[config.mk]
export PLATFORM = sky130hd
export DESIGN_NAME = if_stage
export DESIGN_NICKNAME = d
export VERILOG_FILES = /design/src/rtl/if_stage_pkg.sv /design/src/rtl/if_stage.sv
export SDC_FILE = /design/constraint.sdc
export NUM_CORES = 1
export LEC_CHECK = 0
export ABC_CLOCK_PERIOD_IN_PS = 7850
export BUFFER_PORTS_ARGS = -buffer_cell sky130_fd_sc_hd__clkbuf_2
export CAP_MARGIN = 20
export CORE_MARGIN = 3
export CORE_UTILIZATION = 56
export CTS_CLUSTER_DIAMETER = 50
export DETAILED_ROUTE_END_ITERATION = 8
export PLACE_DENSITY = 0.86
export SETUP_SLACK_MARGIN = 0.15
export SYNTH_ARGS = -nofsm -noshare
export SYNTH_HDL_FRONTEND = slang
export SYNTH_SLANG_ARGS = --single-unit
[constraint.sdc]
create_clock -name clk -period 7.85 [get_ports clk]
set_input_delay 0.785 -clock clk [delete_from_list [all_inputs] [get_ports clk]]
set_output_delay 0.785 -clock clk [all_outputs]
set_load 0.005 [all_outputs]
[src/rtl/if_stage_pkg.sv]
// Shared widths, reset/exception vectors and bus layouts for the IF stage.
package if_stage_pkg;

    localparam int FS_TO_DS_BUS_WD = 64;
    localparam int BR_BUS_WD       = 34;

    localparam logic [31:0] RESET_PC_DEF = 32'hbfc00000;
    localparam logic [31:0] EX_ENTRY_DEF = 32'hbfc00380;

    typedef struct packed {
        logic        stall;
        logic        taken;
        logic [31:0] target;
    } br_bus_t;

endpackage

[src/rtl/if_stage.sv]
// MIPS instruction-fetch stage: issues SRAM-like fetch requests, buffers returned
// instructions and redirects (branch, exception, eret) until they can be consumed.
module if_stage
    import if_stage_pkg::*;
#(
    parameter logic [31:0] RESET_PC = RESET_PC_DEF,
    parameter logic [31:0] EX_ENTRY = EX_ENTRY_DEF
) (
    input  logic                       clk,
    input  logic                       resetn,
    input  logic                       ds_allowin,
    input  logic [BR_BUS_WD-1:0]       br_bus,
    output logic                       fs_to_ds_valid,
    output logic [FS_TO_DS_BUS_WD-1:0] fs_to_ds_bus,
    input  logic                       ws_ex,
    input  logic                       eret_flush,
    input  logic [31:0]                cp0_epc,
    output logic                       inst_sram_req,
    output logic                       inst_sram_wr,
    output logic [1:0]                 inst_sram_size,
    output logic [3:0]                 inst_sram_wstrb,
    output logic [31:0]                inst_sram_addr,
    output logic [31:0]                inst_sram_wdata,
    input  logic                       inst_sram_addr_ok,
    input  logic                       inst_sram_data_ok,
    input  logic [31:0]                inst_sram_rdata
);

    br_bus_t     br;
    logic        flush;
    logic [31:0] flush_pc;
    logic        live_br;
    logic        br_hold;
    logic        fs_ready_go;
    logic        fs_allowin;
    logic        accept;
    logic        to_ds_fire;
    logic [31:0] nextpc;

    logic        fs_valid;
    logic [31:0] fs_pc;
    logic        inst_buf_valid;
    logic [31:0] inst_buf;
    logic        br_buf_valid;
    logic [31:0] br_buf_target;
    logic        flush_buf_valid;
    logic [31:0] flush_buf_pc;
    logic        discard;

    assign br       = br_bus;
    assign flush    = ws_ex | eret_flush;
    assign flush_pc = ws_ex ? EX_ENTRY : cp0_epc;

    // A taken branch only redirects once its delay slot is resident in IF.
    assign live_br  = br.taken & ~br.stall & fs_valid;
    assign br_hold  = br.stall & ~br_buf_valid & ~flush_buf_valid;

    always_comb begin
        nextpc = fs_pc + 32'd4;
        if (flush_buf_valid) begin
            nextpc = flush_buf_pc;
        end else if (flush) begin
            nextpc = flush_pc;
        end else if (br_buf_valid) begin
            nextpc = br_buf_target;
        end else if (live_br) begin
            nextpc = br.target;
        end
    end

    assign fs_ready_go    = inst_buf_valid | (inst_sram_data_ok & ~discard);
    assign fs_allowin     = ~fs_valid | (fs_ready_go & ds_allowin);
    assign inst_sram_req  = resetn & fs_allowin & ~flush & ~discard & ~br_hold;
    assign accept         = inst_sram_req & inst_sram_addr_ok;
    assign fs_to_ds_valid = fs_valid & fs_ready_go & ~flush;
    assign to_ds_fire     = fs_to_ds_valid & ds_allowin;

    assign fs_to_ds_bus    = {(inst_buf_valid ? inst_buf : inst_sram_rdata), fs_pc};
    assign inst_sram_addr  = nextpc;
    assign inst_sram_wr    = 1'b0;
    assign inst_sram_size  = 2'd2;
    assign inst_sram_wstrb = 4'd0;
    assign inst_sram_wdata = 32'd0;

    always_ff @(posedge clk or negedge resetn) begin
        if (!resetn) begin
            fs_valid        <= 1'b0;
            fs_pc           <= RESET_PC - 32'd4;
            inst_buf_valid  <= 1'b0;
            inst_buf        <= 32'd0;
            br_buf_valid    <= 1'b0;
            br_buf_target   <= 32'd0;
            flush_buf_valid <= 1'b0;
            flush_buf_pc    <= 32'd0;
            discard         <= 1'b0;
        end else if (flush) begin
            fs_valid        <= 1'b0;
            inst_buf_valid  <= 1'b0;
            br_buf_valid    <= 1'b0;
            flush_buf_valid <= 1'b1;
            flush_buf_pc    <= flush_pc;
            // Data arriving in the flush cycle itself is simply dropped.
            if (discard && inst_sram_data_ok) begin
                discard <= 1'b0;
            end else if (fs_valid && !inst_buf_valid && !inst_sram_data_ok) begin
                discard <= 1'b1;
            end
        end else begin
            if (accept) begin
                fs_valid <= 1'b1;
                fs_pc    <= nextpc;
            end else if (to_ds_fire) begin
                fs_valid <= 1'b0;
            end

            if (to_ds_fire) begin
                inst_buf_valid <= 1'b0;
            end else if (inst_sram_data_ok && !discard && fs_valid && !ds_allowin
                         && !inst_buf_valid) begin
                inst_buf       <= inst_sram_rdata;
                inst_buf_valid <= 1'b1;
            end

            if (accept && flush_buf_valid) begin
                flush_buf_valid <= 1'b0;
            end

            if (accept && !flush_buf_valid && br_buf_valid) begin
                br_buf_valid <= 1'b0;
            end else if (live_br && !accept && !br_buf_valid && !flush_buf_valid) begin
                br_buf_valid  <= 1'b1;
                br_buf_target <= br.target;
            end

            if (discard && inst_sram_data_ok) begin
                discard <= 1'b0;
            end
        end
    end

endmodule

After elaboration in Yosys (flattened, before gate mapping)
Index checks and enable logic that the tools add are counted.
- add/sub/neg operators: 1
- muxes and demuxes: 21
- bitwise logic cells: 26
- reductions and logical operators: 30
- operators by type and width (cell ; number):
    2-to-1 mux 32 bit ; 6
    adder 32 x 3 -> 32 bit, second input constant ; 1
    2-to-1 mux 1 bit ; 15
    AND 1 bit ; 14
    logical AND 1 bit ; 13
    NOT 1 bit ; 9
    nonzero test 3 bit ; 3
    logical NOT 1 bit ; 7
    AND reduction 3 bit ; 2
    nonzero test 2 bit ; 3
    AND reduction 2 bit ; 2
    bitwise OR 1 bit ; 3
- register bits after elaboration: 133

Logic depth before layout (Yosys ltp)
Gate-level depths: netlist of run 1.
- depth after elaboration: 17
- gate-level depth with buffers: 9

Worst setup path before layout of run 1
No wires, ideal clock.
- kind: register to output
- start point: register fs_pc[5]
- end point: output inst_sram_addr[29]
- data arrival time: 2.285 ns
- setup slack: 4.780 ns
- cell stages (with the launch flop): 9
- path buffers: 2
- path through: dfstp_2 nand4_2 or4_4 buf_6 clkbuf_1 nor4_1 xor2_1 o21ai_1 a31oi_1
- longest elaborated chain between the ends: 5
- RTL lines (element ; RTL line ; source):
    start: declaration ; if_stage.sv:41 ; logic [31:0] fs_pc;
    start signal: assignment ; if_stage.sv:88 ; fs_pc <= RESET_PC - 32'd4;
    start signal: assignment ; if_stage.sv:111 ; fs_pc <= nextpc;
    adder 32 x 3 -> 32 bit ; if_stage.sv:59 ; nextpc = fs_pc + 32'd4;
    2-to-1 mux 32 bit ; if_stage.sv:66 ; end else if (live_br) begin
    2-to-1 mux 32 bit ; if_stage.sv:64 ; end else if (br_buf_valid) begin
    2-to-1 mux 32 bit ; if_stage.sv:62 ; end else if (flush) begin
    2-to-1 mux 32 bit ; if_stage.sv:60 ; if (flush_buf_valid) begin
    end: declaration ; if_stage.sv:22 ; output logic [31:0] inst_sram_addr,
No other way between the ends.

Final worst setup path of run 1
- start point: input eret_flush
- end point: output inst_sram_addr[14]
- longest elaborated chain between the ends: 3
- RTL lines (element ; RTL line ; source):
    start: declaration ; if_stage.sv:16 ; input logic eret_flush,
    bitwise OR 1 bit ; if_stage.sv:51 ; assign flush = ws_ex | eret_flush;
    2-to-1 mux 32 bit ; if_stage.sv:62 ;
    2-to-1 mux 32 bit ; if_stage.sv:60 ;
No other way between the ends.

==> results.ini, run 1 <==
[clocking]
htreeDepth=4
ctsHoldBuffers=0
clk_pin_slew_ns=0.05
cts_buffers=17
postCtsSetupBuffers=0
clkSinkCount=133
cts_tree=done
clk_latency_ns=0.42
cts_root_buffer=clkbuf_16
clk_path_buf_depth=2
cts_resized=0

[finish]
fill_cells=1011
final_layout_size_suffix_gt1_share_pct=39.34
fin_cells=1120
final_area_mm2=0.009185
synthToLayoutAreaGrowth_pct=19.95
num-nets-final=1039

[synthesis]
ys_seq_area_share_pct=43.92
ys_ff_latch=133
synth_edf_count=0
syn_area_mm2=0.007657
async_flop_share_pct=100.0
ys.flop_type=dfrtp_1
synthDistinctLibCells=67
syn-instance-count=751
yosysWarnings=0
syn_area_per_cell_um2=10.20

[worst_setup_path]
crit_path_start_kind=input pin
critPathKind=input pin to output pin
worstPathRequired_ns=7.07
arrival_ns=3.53
crit_top_cell=clkbuf_2
critPathMaxFanout=52
max_stage_delay_ns=0.94
critPathSlowestCell=nor2_1
crit_path_end_kind=output pin
crit_chain=clkbuf_2 > buf_4 > inv_1 > nor2_1 > a211oi_1 > a21oi_1 > clkbuf_2

[run_status]
status=complete, no violations

[power]
p_leak_uw=0.004523
total_power_uw=1872
p_per_area_mw_per_mm2=203.8
peakVddDrop_mv=0.1939

[floorplan]
die_area_mm2=0.01511
pin_count=242
die_h_um=122.9
rows=42
initial_utilization_pct=57.59
die_x_um=122.9
core-area_mm2=0.01330

[detailed_routing]
routed.top_layer=met4
drtAntennaViolNets=0
initialDrtViolationCount=680
viasPerCell=6.032
drtPass1Iterations=5
drc=0
dr_wl_met3_um=2642
met1_length_um=8456
met2WireLength_um=10830
wl_um=22610
via_count=6756
post_drt_wl_per_cell_um=20.19

[sta]
rsz0062_at_grt=false
worst_hold_slack_ns=0.3532
finalClockSkew_ns=0.006720
timing.fmax_mhz=231.8
worstMarginPinSlew_ns=1.056
drv_slew=0
finalSetupViolCount=0
hold_viol=0
max-slew-margin-rel_pct=29.35
finalSetupTns_ns=0
finalCritPeriodShare_pct=54.96
period_minus_slack_ns=4.314

[placed_design]
port_buffers=202
placed_cell_area_mm2=0.008645
place.gp.congestion=0.8946
dpl.hpwl_um=15480
dp_cells=1090

[global_routing]
grt_overflow=0
grt_max_degree=73
grt_antenna_before_repair=0
grt_pass1_vias=6726
grt_usage_pct=30.17
grt_pass1_wl_um=34890

[hold_path]
hold_class=input pin to asynchronous set/reset pin

[run]
cap_viol_max_count=0

cells by family after synthesis:
logic type	after synthesis	share of synthesized area, %
flops	133	43.92
simple gates	191	11.57
mux	136	19.75
compound gates	156	14.44
other cells	2	0.09808
xor+xnor	23	2.631
fa+ha+maj	1	0.1634
buf+inv	109	7.418
layout by cell type (no fill, tap or decap), types with 10 or more instances in the layout:
cell type  netlist  layout
a21oi_1         36      36
inv_1           20      20
conb_1           2      39
mux2i_1         18      18
clkbuf_16        0      17
o221ai_1        14      14
nand3_1         12      12
nor2_1          52      52
nor3_1          10      10
o211ai_1        13      13
dfrtp_1        105     105
clkbuf_2         0     201
xor2_1          15      15
buf_4           39      11
mux2_2          92      92
nor4_1          10      10
o21ai_0         17      17
nand2_1         73      73
dfstp_2         28      28
mux2_1          25      25
state kept, by name, summed over array words and instances (netlist names):
signal / cells
flush_buf_valid: 1
br_buf_target: 32
flush_buf_pc: 32
inst_buf_valid: 1
fs_valid: 1
discard: 1
inst_buf: 32
br_buf_valid: 1
fs_pc: 32
report_power, final:
part	switching, µW	leakage, µW	internal [µW]
Combinational	156	0.00259	148
Sequential	69.0	0.00166	769
Clock	282	0.000267	447
cells in the mapped netlist, types with 4 or more instances:
| cell type | n | area, µm² |
|---|---|---|
| nor4_1 | 10 | 62.56 |
| buf_4 | 39 | 292.8 |
| dfstp_2 | 28 | 735.7 |
| a221oi_1 | 9 | 78.83 |
| o21ai_1 | 5 | 25.02 |
| a31oi_1 | 6 | 37.54 |
| o221ai_1 | 14 | 122.6 |
| a22o_1 | 4 | 35.03 |
| a21oi_1 | 36 | 180.2 |
| and3_1 | 5 | 31.28 |
| mux2_2 | 92 | 1036 |
| nor3_1 | 10 | 50.05 |
| buf_2 | 4 | 20.02 |
| o21a_1 | 4 | 30.03 |
| xnor2_1 | 8 | 70.07 |
| nand3_1 | 12 | 60.06 |
| mux2_1 | 25 | 281.5 |
| o21ai_0 | 17 | 85.08 |
| dfrtp_1 | 105 | 2628 |
| mux2i_1 | 18 | 180.2 |
| a32oi_1 | 5 | 43.79 |
| o31ai_1 | 5 | 37.54 |
| nand4_1 | 8 | 50.05 |
| clkbuf_1 | 40 | 150.1 |
| xor2_1 | 15 | 131.4 |
| a211oi_1 | 7 | 52.55 |
| inv_1 | 20 | 75.07 |
| o211ai_1 | 13 | 97.59 |
| nor2_1 | 52 | 195.2 |
| nand2_1 | 73 | 274.0 |
routing by layer:
metal	vias to the layer above	global-route usage, %
met5	-	0
met4	0	13.30
met3	63	8.875
met2	428	48.92
met1	3258	37.52
li1	3007	-
critical path, delay by kind of cell:
| kind | cells | cell delay (ns) |
|---|---|---|
| AO/OA/AOI/OAI | 2 | 0.48 |
| AND/OR/NAND/NOR | 1 | 0.94 |
| buffers and inverters | 4 | 1.29 |
area by class of cell:
cell class / count / area [µm²] / area share [%]
diodes: 1 / 2.502 / 0.02724
clock buffers: 25 / 515.5 / 5.612
clock inverters: 4 / 22.52 / 0.2452
inverters: 22 / 82.58 / 0.8991
multi-input cells: 546 / 3879 / 42.23
flip-flops and latches: 133 / 3363 / 36.62
well taps: 176 / 220.2 / 2.397
repair buffers: 213 / 1100 / 11.97
worst paths after layout:
kind,from,end,cells after the start,slack (ns)
hold / removal,resetn,br_buf_target[29],1,0.35
setup reg to reg,flush_buf_valid,br_buf_target[17],7,4.60
hold reg to reg,flush_buf_pc[23],flush_buf_pc[23],1,0.47
min in group clk,flush_buf_pc[23],flush_buf_pc[23],1,0.47
setup / recovery,eret_flush,inst_sram_addr[14],7,3.54
max in group asynchronous,resetn,inst_buf[17],2,6.13
metrics by stage:
| stage | utilization (%) | worst slack, ns |
|---|---|---|
| 6_report | 69.09 | 3.536 |
| 5_1_grt | 69.07 | 3.386 |
| 4_1_cts | 69.07 | 3.593 |
| 3_5_place_dp | 65.02 | 3.602 |
| 3_3_place_gp | 65.02 | 3.690 |
| 2_1_floorplan | - | 4.780 |
No activity file was read; power rests on OpenSTA's default activity.
==> inputs of run 2 (changes only) <==
--- a/config.mk
+++ b/config.mk
@@ -5,14 +5,15 @@
 export SDC_FILE = /design/constraint.sdc
 export NUM_CORES = 1
 export LEC_CHECK = 0
-export ABC_CLOCK_PERIOD_IN_PS = 7850
+export ABC_AREA = 1
+export ABC_CLOCK_PERIOD_IN_PS = 4400
 export BUFFER_PORTS_ARGS = -buffer_cell sky130_fd_sc_hd__clkbuf_2
 export CAP_MARGIN = 20
 export CORE_MARGIN = 3
-export CORE_UTILIZATION = 56
+export CORE_UTILIZATION = 53
 export CTS_CLUSTER_DIAMETER = 50
 export DETAILED_ROUTE_END_ITERATION = 8
-export PLACE_DENSITY = 0.86
+export PLACE_DENSITY = 0.8
 export SETUP_SLACK_MARGIN = 0.15
 export SYNTH_ARGS = -nofsm -noshare
 export SYNTH_HDL_FRONTEND = slang
==> constraint.sdc (replaced) <==
create_clock -name clk -period 4.4 [get_ports clk]
set_input_delay 0.44 -clock clk [delete_from_list [all_inputs] [get_ports clk]]
set_output_delay 0.44 -clock clk [all_outputs]
set_load 0.005 [all_outputs]
==> run 2 against run 1 <==
Compared with the run above: non-clock buffer count is 1 lower; register-to-register slack worse by 3.0 ns; total power grew 89%; synthesized cell count is 64% higher; via count rose by 21%; global-route usage fell by 3.8 points; critical path depth is 4 higher; count of clock-buffer cells in the layout down 7; setup slack worse by 2.1 ns; critical path type is now flop to output pin; highest routed layer unchanged.
==> results.ini, run 2 <==
[run_status]
status=complete, no violations

[sta]
finalClockSkew_ns=0.01381
worst_hold_slack_ns=0.1960
hold_viol=0
rsz0062_at_grt=false
finalSetupTns_ns=0
timing.fmax_mhz=342.0
period_minus_slack_ns=2.924
finalSetupViolCount=0
finalCritPeriodShare_pct=66.46
fin_ws_ns=1.476
max-slew-margin-rel_pct=29.49
drv_slew=0
worstMarginPinSlew_ns=1.057

[floorplan]
rows=45
die_h_um=131.4
die_area_mm2=0.01726
pin_count=242
die_x_um=131.4
core-area_mm2=0.01531
initial_utilization_pct=54.40

[worst_setup_path]
critPathMaxFanout=5
arrival_ns=2.48
crit_path_start_kind=flop
crit_path_end_kind=output pin
worstPathRequired_ns=3.96
rr_worst_depth=8
critPathKind=flop to output pin

[detailed_routing]
post_drt_wl_per_cell_um=13.97
via_count=8160
drc=0
met1_length_um=10290
dr_wl_met3_um=2128
initialDrtViolationCount=638
wl_um=22720
routed.top_layer=met4
drtPass1Iterations=5
viasPerCell=5.018
met2WireLength_um=9987
drtAntennaViolNets=0

[synthesis]
synth_commonest_cells=nand2_1, inv_1, nor2_1, dfrtp_1, o21ai_0
yosysMostFrequentCell=nand2_1
synth_top_area_share_pct=31.54
syn-instance-count=1229
async_flop_share_pct=100.0
synth.area.top_cells=dfrtp_1, nand2_1, dfstp_2, inv_1, nor2_1
synth_edf_count=0
synth_top_area_cell=dfrtp_1
synthDistinctLibCells=37
syn_area_mm2=0.008330
ys_seq_area_share_pct=40.37
yosysWarnings=0
syn_area_per_cell_um2=6.778
ys.flop_type=dfrtp_1
ys_ff_latch=133

[global_routing]
grt_pass1_vias=7432
grt_antenna_before_repair=0
grt_overflow=0
grt_pass1_wl_um=37140
grt_usage_pct=26.41
grt_max_degree=66

[finish]
num-nets-final=1508
final_util_pct=64.25
synthToLayoutAreaGrowth_pct=18.11
antenna_cells=0
mostFrequentLayoutCells=nand2_1, clkbuf_2, inv_1
fill_cells=1393
multi_input_area_mm2=0.003941
seq_area_mm2=0.003363
final_common_cell=nand2_1
final_layout_size_suffix_gt1_share_pct=21.06

[clocking]
htreeDepth=4
clk_pin_slew_ns=0.06
clk_latency_ns=0.43
cts_tree=done
cts_buffers=17
clkSinkCount=133
cts_root_buffer=clkbuf_16
clk_path_buf_depth=2

[placed_design]
place.gp.congestion=0.9240
dp_slack_ns=1.507
port_buffers=202
dpl.hpwl_um=16600

[power]
p_leak_uw=0.005454
p_per_area_mw_per_mm2=358.9
total_power_uw=3532
peakVddDrop_mv=0.2738

[hold_path]
worstHoldPathCells=2
hold_class=input pin to flop

[run]
cap_viol_max_count=0

==> run 2: cell count changes after synthesis, sizes merged, moves of 16 or more <==
cell | before | now
buf | 47 | 69
inv | 20 | 153
mux2 | 118 | 1
mux2i | 18 | 0
nand2 | 73 | 441
nand3 | 12 | 42
nand3b | 1 | 17
nor2 | 52 | 142
o21ai | 22 | 119
==> run 2: per-stage QoR <==
step           cell area [µm²]  cells
2_1_floorplan             8469   1266
3_3_place_gp              9219   1592
3_5_place_dp              9219   1592
4_1_cts                   9819   1625
5_1_grt                   9839   1626
6_report                  9839   1626
==> run 2: worst paths after layout <==
path / startpoint / to / slack, ns
worst max-delay path: fs_pc[3] / inst_sram_addr[18] / 1.48
worst min-delay path: inst_sram_data_ok / discard / 0.20
worst max register to register: br_buf_valid / br_buf_target[11] / 1.57
worst min register to register: flush_buf_pc[22] / flush_buf_pc[22] / 0.48
max in group asynchronous: resetn / inst_buf[15] / 2.68
min in group asynchronous: resetn / br_buf_target[17] / 0.53
==> run 2: logic make-up (layout without fill, tap and decap cells) <==
family	Yosys count	count (layout)	share of synthesized area (%)
multiplexers	1	1	0.1352
AO/OA/AOI/OAI	185	185	11.82
other	2	39	0.09015
adder cells (fa/ha/maj)	1	1	0.1502
flip-flops	133	133	40.37
buffers and inverters	248	397	14.04
AND/OR/NAND/NOR	647	647	32.13
XOR/XNOR	12	12	1.262
==> run 2: report_power, final <==
group | leakage, µW | switching, µW | total (µW) | internal [µW]
Clock | 0.000275 | 567 | 1420 | 853
Sequential | 0.00156 | 135 | 1520 | 1390
Combinational | 0.00362 | 353 | 591 | 239
Total | 0.00545 | 1050 | 3530 | 2480
==> run 2: critical path: stages, from the launching register on <==
cell	delay, ns
dfstp_2	0.58
ha_1	0.21
nand2_2	0.09
nor2_4	0.14
nand2_4	0.11
nor2_4	0.18
xor2_1	0.16
nand2_1	0.08
nand2_1	0.08
nand2_1	0.12
a21oi_1	0.18
clkbuf_2	0.14
==> run 2: area by class of cell <==
| class | instances | share of cell area, % |
|---|---|---|
| inverters | 153 | 5.862 |
| clock buffers | 18 | 4.463 |
| flip-flops and latches | 133 | 34.18 |
| clock inverters | 14 | 1.539 |
| repair buffers | 212 | 11.22 |
| multi-input cells | 885 | 40.06 |
| well taps | 211 | 2.683 |
==> run 2: per-layer routing <==
layer / up-vias / track usage, %
met3: 32 / 6.355
met4: 0 / 7.526
met5: - / 0
met2: 377 / 39.89
met1: 3691 / 38.07
li1: 4060 / -
==> run 2: what timing repair did <==
item,CTS,global route
hold endpoints to repair,2,0
gates resized for setup,0,0
hold buffers,1,0
setup buffers,0,0
